[src/rtl/irq_arb_pkg.sv]
// Shared constants for the interrupt arbiter: register offsets, FSM states
// and the largest supported source count.
package irq_arb_pkg;

    localparam int unsigned NUM_SRC_MAX = 8;
    localparam int unsigned IDX_W       = $clog2(NUM_SRC_MAX);

    localparam logic [3:0] ADDR_PENDING = 4'h0;
    localparam logic [3:0] ADDR_ENABLE  = 4'h4;
    localparam logic [3:0] ADDR_CLAIM   = 4'h8;

    typedef enum logic [1:0] {
        ST_IDLE    = 2'd0,
        ST_ASSERT  = 2'd1,
        ST_SERVICE = 2'd2,
        ST_GAP     = 2'd3
    } state_e;

endpackage

[src/rtl/irq_rr_pick.sv]
// Round-robin picker: first set bit of eligible_i at or after ptr_i,
// wrapping from NUM_SRC-1 back to 0. Purely combinational.
module irq_rr_pick
    import irq_arb_pkg::*;
#(
    parameter int unsigned NUM_SRC = 8
) (
    input  logic [NUM_SRC-1:0] eligible_i,
    input  logic [IDX_W-1:0]   ptr_i,
    output logic [IDX_W-1:0]   winner_o,
    output logic               valid_o
);

    int unsigned idx;

    // Scan NUM_SRC positions starting at the pointer; keep the first hit
    always_comb begin
        winner_o = '0;
        valid_o  = 1'b0;
        idx      = 0;
        for (int unsigned i = 0; i < NUM_SRC; i++) begin
            idx = 32'(ptr_i) + i;
            if (idx >= NUM_SRC) begin
                idx = idx - NUM_SRC;
            end
            if (!valid_o && ((eligible_i & (NUM_SRC'(1) << idx)) != '0)) begin
                valid_o  = 1'b1;
                winner_o = idx[IDX_W-1:0];
            end
        end
    end

endmodule

[src/rtl/irq_arb.sv]
// Interrupt arbiter: funnels NUM_SRC asynchronous sources into a single
// registered irq_o with a claim/complete handshake and round-robin fairness.
// Optional build macro IRQ_ARB_EDGE_EN: sources are edge-triggered and a
// claim clears the pending bit; otherwise sources are level-triggered and the
// claimed source is masked until its complete write.
module irq_arb
    import irq_arb_pkg::*;
#(
    parameter int unsigned NUM_SRC = 8
) (
    input  logic               clk_i,
    input  logic               rst_n_i,
    input  logic [NUM_SRC-1:0] irq_src_i,
    input  logic               sel_i,
    input  logic               we_i,
    input  logic [3:0]         addr_i,
    input  logic [31:0]        wdata_i,
    output logic [31:0]        rdata_o,
    output logic               irq_o
);

    logic [NUM_SRC-1:0] sync1_q, sync2_q;
    logic [NUM_SRC-1:0] enable_q;
    logic [NUM_SRC-1:0] pending;
    logic [NUM_SRC-1:0] eligible;
    logic [IDX_W-1:0]   ptr_q;
    logic [IDX_W-1:0]   winner;
    logic               valid;
    logic [3:0]         winner_id;
    logic [3:0]         claimed_q;
    state_e             state_q;
    logic               irq_q;
    logic               rd_en, wr_en;
    logic               claim_rd, complete_wr, enable_wr;
    logic               unused_wdata;

    assign unused_wdata = ^wdata_i;
    assign rd_en        = sel_i & ~we_i;
    assign wr_en        = sel_i & we_i;
    assign winner_id    = 4'(winner) + 4'd1;
    assign enable_wr    = wr_en && (addr_i == ADDR_ENABLE);
    assign claim_rd     = rd_en && (addr_i == ADDR_CLAIM) && (state_q == ST_ASSERT) && valid;
    assign complete_wr  = wr_en && (addr_i == ADDR_CLAIM) && (state_q == ST_SERVICE)
                          && (wdata_i[3:0] == claimed_q);

    // Two-flop synchroniser for the asynchronous source lines
    always_ff @(posedge clk_i or negedge rst_n_i) begin
        if (!rst_n_i) begin
            sync1_q <= '0;
            sync2_q <= '0;
        end else begin
            sync1_q <= irq_src_i;
            sync2_q <= sync1_q;
        end
    end

`ifdef IRQ_ARB_EDGE_EN
    logic [NUM_SRC-1:0] prev_q, pending_q, rise, clr;

    assign rise     = sync2_q & ~prev_q;
    assign clr      = claim_rd ? (NUM_SRC'(1) << winner) : '0;
    assign pending  = pending_q;
    assign eligible = pending & enable_q;

    // Edge capture; a new edge wins over a claim clear in the same cycle
    always_ff @(posedge clk_i or negedge rst_n_i) begin
        if (!rst_n_i) begin
            prev_q    <= '0;
            pending_q <= '0;
        end else begin
            prev_q    <= sync2_q;
            pending_q <= (pending_q & ~clr) | rise;
        end
    end
`else
    logic [NUM_SRC-1:0] svc_mask;

    // Level source stays pending while serviced, so hide it until complete
    assign pending  = sync2_q;
    assign svc_mask = (state_q == ST_SERVICE) ? (NUM_SRC'(1) << (claimed_q - 4'd1)) : '0;
    assign eligible = pending & enable_q & ~svc_mask;
`endif

    irq_rr_pick #(
        .NUM_SRC (NUM_SRC)
    ) u_pick (
        .eligible_i (eligible),
        .ptr_i      (ptr_q),
        .winner_o   (winner),
        .valid_o    (valid)
    );

    // Arbiter FSM with registered irq_o, plus ENABLE, pointer and claim state
    always_ff @(posedge clk_i or negedge rst_n_i) begin
        if (!rst_n_i) begin
            state_q   <= ST_IDLE;
            irq_q     <= 1'b0;
            enable_q  <= '0;
            ptr_q     <= '0;
            claimed_q <= '0;
        end else begin
            irq_q <= 1'b0;
            if (enable_wr) begin
                enable_q <= wdata_i[NUM_SRC-1:0];
            end
            case (state_q)
                ST_IDLE: begin
                    if (valid) begin
                        state_q <= ST_ASSERT;
                        irq_q   <= 1'b1;
                    end
                end
                ST_ASSERT: begin
                    if (!valid) begin
                        state_q <= ST_IDLE;
                    end else if (claim_rd) begin
                        state_q   <= ST_SERVICE;
                        claimed_q <= winner_id;
                        ptr_q     <= (32'(winner) == NUM_SRC - 1) ? '0 : winner + IDX_W'(1);
                    end else begin
                        irq_q <= 1'b1;
                    end
                end
                ST_SERVICE: begin
                    if (complete_wr) begin
                        state_q <= ST_GAP;
                    end
                end
                default: begin
                    state_q <= ST_IDLE;
                end
            endcase
        end
    end

    assign irq_o = irq_q;

    // Combinational register read; only a CLAIM read in ASSERT yields an ID
    always_comb begin
        rdata_o = '0;
        if (rd_en) begin
            case (addr_i)
                ADDR_PENDING: rdata_o[NUM_SRC-1:0] = pending;
                ADDR_ENABLE:  rdata_o[NUM_SRC-1:0] = enable_q;
                ADDR_CLAIM: begin
                    if ((state_q == ST_ASSERT) && valid) begin
                        rdata_o[3:0] = winner_id;
                    end
                end
                default: rdata_o = '0;
            endcase
        end
    end

endmodule

[config.mk]
export PLATFORM = sky130hd
export DESIGN_NAME = irq_arb
export DESIGN_NICKNAME = d
export VERILOG_FILES = /design/src/rtl/irq_arb_pkg.sv /design/src/rtl/irq_rr_pick.sv /design/src/rtl/irq_arb.sv
export SDC_FILE = /design/constraint.sdc
export NUM_CORES = 1
export LEC_CHECK = 0
export ABC_AREA = 1
export CAP_MARGIN = 20
export CORE_MARGIN = 8
export CORE_UTILIZATION = 49
export CTS_CLUSTER_DIAMETER = 100
export CTS_CLUSTER_SIZE = 25
export DETAILED_ROUTE_END_ITERATION = 8
export PLACE_DENSITY = 0.81
export RECOVER_POWER = 25
export SLEW_MARGIN = 30
export SYNTH_ARGS = -nofsm -noshare
export SYNTH_HDL_FRONTEND = slang
export SYNTH_SLANG_ARGS = --single-unit
[constraint.sdc]
create_clock -name clk_i -period 4.06 [get_ports clk_i]
set_input_delay 0.609 -clock clk_i [delete_from_list [all_inputs] [get_ports clk_i]]
set_output_delay 0.609 -clock clk_i [all_outputs]
set_load 0.03 [all_outputs]
## Yosys cells after proc, flatten, opt, wreduce, memory -nomap -nowiden

Index checks and enable logic that the tools add are counted.

- Bits in registers: 34
- Input bits: 48
- Output and inout bits: 33
- Word-level logic and storage cells: 138

- $add $sub $neg: 18
- $lt $le $gt $ge: 8
- Equality and inequality tests: 9
- Shift operators: 9
- Muxes and demuxes: 39
- Bitwise gates (word level): 14
- Reductions and logical operators: 34

Operator list:

| kind | count |
|---|---|
| 2-to-1 mux 32 bit | 8 |
| << shifter 1 x 32 -> 8 bit (first input constant) | 8 |
| >= comparator 32 x 4 -> 1 bit (second input constant) | 7 |
| subtractor 32 x 4 -> 32 bit (second input constant) | 7 |
| AND 8 bit | 10 |
| nonzero test 8 bit | 8 |
| 2-to-1 mux 3 bit | 9 |
| adder 3 x 3 -> 4 bit (second input constant) | 4 |
| 2-to-1 mux 8 bit | 2 |
| logical AND 1 bit | 15 |
| case mux 4 bit (3 select lines) | 1 |
| 2-to-1 mux 1 bit | 11 |
| adder 3 x 1 -> 4 bit (second input constant) | 2 |
| adder 3 x 2 -> 4 bit (second input constant) | 2 |
| 2-to-1 mux 2 bit | 4 |
| inverter 8 bit | 1 |
| case mux 4 bit (2 select lines) | 1 |
| << shifter 1 x 4 -> 8 bit (first input constant) | 1 |
| zero test 1 bit | 7 |
| case mux 2 bit (3 select lines) | 1 |
| AND reduction 3 bit | 2 |
| subtractor 3 x 4 -> 5 bit (second input constant) | 1 |
| equality test 4 x 3 -> 1 bit (second input constant) | 1 |
| equality test 4 bit | 1 |
| 15 further kinds | 17 |

## Longest topological paths before layout

- Depth in word-level cells: 33
- Depth in mapped cells: 22
- Mapped depth without buffers: 22

## Cells and area by module

From an unflattened synthesis, not the netlist that was laid out.

- Cells, all modules: 413
- Area total of the unflattened synthesis: 2815.2 um^2

By module, submodules not included:

| module | instances | cells an instance | area an instance (um^2) | seq. area each (um^2) |
|---|---|---|---|---|
| irq_arb | 1 | 217 | 1754.2 | 825.8 |
| irq_rr_pick | 1 | 196 | 1061.0 | 0.0 |

## Worst setup path before layout

OpenSTA, ideal clock, no wires.

- Kind: flip-flop to output port
- Start point: register ptr_q[2]
- End point: output port rdata_o[2]
- Data arrival time: 3.355 ns
- Required time: 3.451 ns
- Slack: 0.096 ns
- Stages on the path, launching flop included: 22
- Path buffers: 2
- Cell sequence: dfrtp_1 > buf_4 > clkinv_2 > ha_1 > clkbuf_1 > inv_1 > nand4_1 > nand2_1 > inv_1 > nand2_1 > nor2_4 > nand3_1 > nor2_2 > nor2_1 > nor2_1 > nand3_1 > nand2_2 > inv_1 > ha_1 > ha_1 > nand2_1 > a31oi_1

- Longest elaborated chain between the ends: 31
- Elaborated cells between the ends (all ways): 90
- Classes of those cells: 16 x add/sub; 8 x order compare; 8 x shift; 27 x mux; 8 x bitwise; 23 x reduce/logical

RTL lines:

| what | RTL line | RTL |
|---|---|---|
| start: declaration | irq_arb.sv:26 | `logic [IDX_W-1:0] ptr_q;` |
| start signal: assignment | irq_arb.sv:119 | `ptr_q <= (32'(winner) == NUM_SRC - 1) ? '0 : winner + IDX_W'(1);` |
| parallel branches: the longest is 26 deep, another holds subtractor 32 x 4 -> 32 bit | - |  |
| 2-to-1 mux 3 bit (*) | irq_rr_pick.sv:26 | `if (!valid_o && ((eligible_i & (NUM_SRC'(1) << idx)) != '0)) begin` |
| adder 3 x 1 -> 4 bit (*) | irq_arb.sv:40 | `assign winner_id = 4'(winner) + 4'd1;` |
| net winner_id[2] | irq_arb.sv:29 | `logic [3:0] winner_id;` |
| 2-to-1 mux 4 bit (*) | irq_arb.sv:146 | `if ((state_q == ST_ASSERT) && valid) begin` |
| case mux 4 bit (3 select lines) (*) | irq_arb.sv:142 | `case (addr_i)` |
| 2-to-1 mux 8 bit (*) | irq_arb.sv:141 | `if (rd_en) begin` |
| end: declaration | irq_arb.sv:18 | `output logic [31:0] rdata_o,` |

Mark *: on every way through the listed nets, which the timed path passes.

## Final worst setup path

- Start point: register ptr_q[0]
- End point: output port rdata_o[2]

The elaborated chain is that of the path after synthesis.

==> impl_metrics.json <==
{
  "status": "finished with violations",
  "violations": "max-capacitance violations, max-slew violations",
  "cp-start-kind": "register",
  "cts.sinks": 33,
  "fillCellCount": 482,
  "cp-end-kind": "output pin",
  "clk_path_buf_depth": 2,
  "drive_gt1_share_pct": 26.3,
  "synth_warnings": 0,
  "mostFrequentLayoutCell": "nand2_1",
  "worstSetupPathType": "reg -> out",
  "wl_um": 9790,
  "first_iter_violations": 293,
  "min_period_ns": 4.02,
  "maxCapViolCount": 1,
  "fin_crit_sh_pct": 99.0,
  "ff2ff_path_depth": 19,
  "holdPathEnd": "pending[7]$_DFF_PN0_",
  "drv_slew": 34,
  "worstPathArrival_ns": 3.41,
  "overflow": 0,
  "drtAntennaViolNets": 0,
  "hold_violations": 0,
  "synth-edff-count": 0,
  "hold_class": "reg -> reg",
  "antenna_found_initial": 0,
  "irDropWorstVdd_v": 0.000656,
  "drt_first_pass_iters": 5,
  "routedWlPerCell_um": 16.4,
  "path_clk_slew_ns": 0.07,
  "area_delta_synth_final_pct": 36.2,
  "synth_cells": 444,
  "die_h_um": 94.2,
  "worst_pin_slew_ns": 1.70,
  "leakagePower_nw": 1.98,
  "timing.rr.start": "ptr_q[0]$_DFFE_PN0P_",
  "hold_path_startpoint": "sync1_q[7]$_DFF_PN0_",
  "async_reset_ff_share_pct": 100,
  "cp.required_ns": 3.45,
  "grt_max_degree": 34,
  "crit_fanout": 8,
  "regToRegSetupSlack_ns": 0.99,
  "ys_top_cells_by_area": "dfrtp_1 28%, nand2_1 13%, nand3_1 7.2%",
  "syn_area_per_cell_um2": 6.74,
  "final_cell_mix": "93 x nand2_1, 46 x inv_1, 43 x nor2_1",
  "synth_top_area_share_pct": 27.6,
  "rr_endpoint": "ptr_q[2]$_DFFE_PN0P_",
  "dp_hpwl_um": 6730,
  "ctsHoldBuffers": 0,
  "holdWs_ns": 0.348,
  "dpl_worst_slack_ns": 0.0248,
  "grt_setup_unrepaired": "yes",
  "dieArea_mm2": 0.00887,
  "cts_tree": "done",
  "setup_viol": 0,
  "die_width_um": 94.2,
  "insertion_delay_ns": 0.29,
  "core.rowCount": 28,
  "drcViolationCount": 0,
  "synth_area_mm2": 0.00299,
  "portBuffers": 32,
  "final.setup.worst_slack_ns": 0.0386,
  "fin_util_pct": 68.9,
  "fin_skew_ns": 0.00346,
  "max_freq_ghz": 0.249,
  "grt_pass1_vias": 3159,
  "multi_input_area_mm2": 0.00206,
  "regArea_um2": 830,
  "numCtsBuffers": 5,
  "yosys.area.top_type": "dfrtp_1",
  "ys_seq_area_share_pct": 27.6,
  "vias_per_cell": 5.65,
  "track_usage_pct": 20.2,
  "hold_path_depth": 0,
  "cts_max_level": 2,
  "diodes": 0,
  "place.gp.congestion": 1.00,
  "synth_flop_cell": "dfrtp_1",
  "core_mm2": 0.00592,
  "power_density_mw_per_mm2": 699,
  "grt_pass1_wl_um": 14500,
  "vias": 3370,
  "initial_core_util_pct": 50.5,
  "cts_root_buf": "clkbuf_8",
  "slew_headroom_pct": -13.2,
  "ys_types": 35,
  "ios": 81,
  "final_nets": 580,
  "synth_seq_cells": 33
}
-- cells in the mapped netlist (2+ instances only) --
master,number
a21oi_1,6
a31oi_1,5
buf_4,26
clkbuf_1,5
clkinv_1,3
dfrtp_1,33
ha_1,12
inv_1,52
inv_2,9
mux2_2,6
nand2_1,102
nand2_2,2
nand3_1,43
nand3_2,5
nand3b_1,4
nand4_1,31
nor2_1,53
nor2_2,5
nor2_4,3
nor2_8,2
nor3_1,8
nor3b_1,2
o21ai_0,9
o21ai_1,2
o22ai_1,5
xor2_1,2
-- timing repair --
| action | 4_1_cts | 5_1_grt |
|---|---|---|
| pin swaps | 9 | 35 |
| setup buffers | 7 | 24 |
| endpoints found under the setup margin | 2 | 2 |
| gates resized for setup | 21 | 68 |
-- worst max-delay path by stage --
stage | endpoint | slack [ns] | start | cells after the start
2_1_floorplan | rdata_o[2] | 0.1 | ptr_q[2]$_DFFE_PN0P_ | 21
3_3_place_gp | rdata_o[2] | 0.08 | ptr_q[0]$_DFFE_PN0P_ | 18
3_5_place_dp | rdata_o[2] | 0.02 | ptr_q[0]$_DFFE_PN0P_ | 18
4_1_cts | rdata_o[2] | 0.008 | ptr_q[1]$_DFFE_PN0P_ | 19
5_1_grt | rdata_o[2] | -0.13 | ptr_q[0]$_DFFE_PN0P_ | 25
6_report | rdata_o[2] | 0.04 | ptr_q[0]$_DFFE_PN0P_ | 20
-- sequential cells by signal, indices dropped and copies added, names as in the netlist --
name and cells:
state_q 2, pending 8, enable_q 8, claimed_q 3, sync1_q 8, ptr_q 3, irq_o 1
-- cell type report --
| class | count | area share, % |
|---|---|---|
| clock inverters | 3 | 1.14 |
| inverters | 65 | 6.54 |
| well taps | 75 | 2.30 |
| flip-flops and latches | 33 | 20.3 |
| repair buffers | 77 | 17.5 |
| multi-input cells | 338 | 50.5 |
| clock buffers | 5 | 1.69 |
-- worst max-delay path, stage by stage (launching register included) --
cell      delay [ns]
dfrtp_2         0.47
buf_6           0.15
inv_8           0.08
ha_4            0.14
inv_1           0.05
nand2_2         0.08
nand2_4         0.11
inv_6           0.10
clkbuf_2        0.17
nor3_1          0.08
nor3_1          0.13
nand4_1         0.27
nand3_2         0.20
nand2_1         0.09
nor2_2          0.15
nor2_4          0.07
ha_4            0.16
ha_4            0.27
nand2_4         0.05
a31oi_4         0.14
buf_6           0.16
-- per-stage QoR --
stage,cells,area (um^2),power [mW],TNS [ns]
floorplan,467,3080,1.44,0
global placement,557,3370,1.78,0
detailed placement,557,3370,1.81,0
CTS,572,3610,2.25,0
global route,596,4080,3.03,-0.274
finish,596,4080,2.85,0
-- layer usage --
metal  up-vias  track usage [%]  wire length, um
met5         -                0                0
met4         0             10.0              473
met3        45             3.28              733
met2       197             35.2             4780
met1      1566             23.2             3800
li1       1562                -                -
-- where the power goes --
part | internal [mW] | switching (mW) | leakage [nW]
combinational | 0.903 | 1.18 | 1.55
sequential | 0.390 | 0.0706 | 0.384
clock | 0.183 | 0.124 | 0.0543
total | 1.48 | 1.37 | 1.98
-- kinds of logic after synthesis --
logic type / synth area share, %
AO/OA/AOI/OAI: 6.06
XOR/XNOR: 0.585
adder cells (fa/ha/maj): 5.02
buffers and inverters: 15.3
flip-flops: 27.6
multiplexers: 2.26
other: 0.125
AND/OR/NAND/NOR: 43.0
No activity file was read; power rests on OpenSTA's default activity.
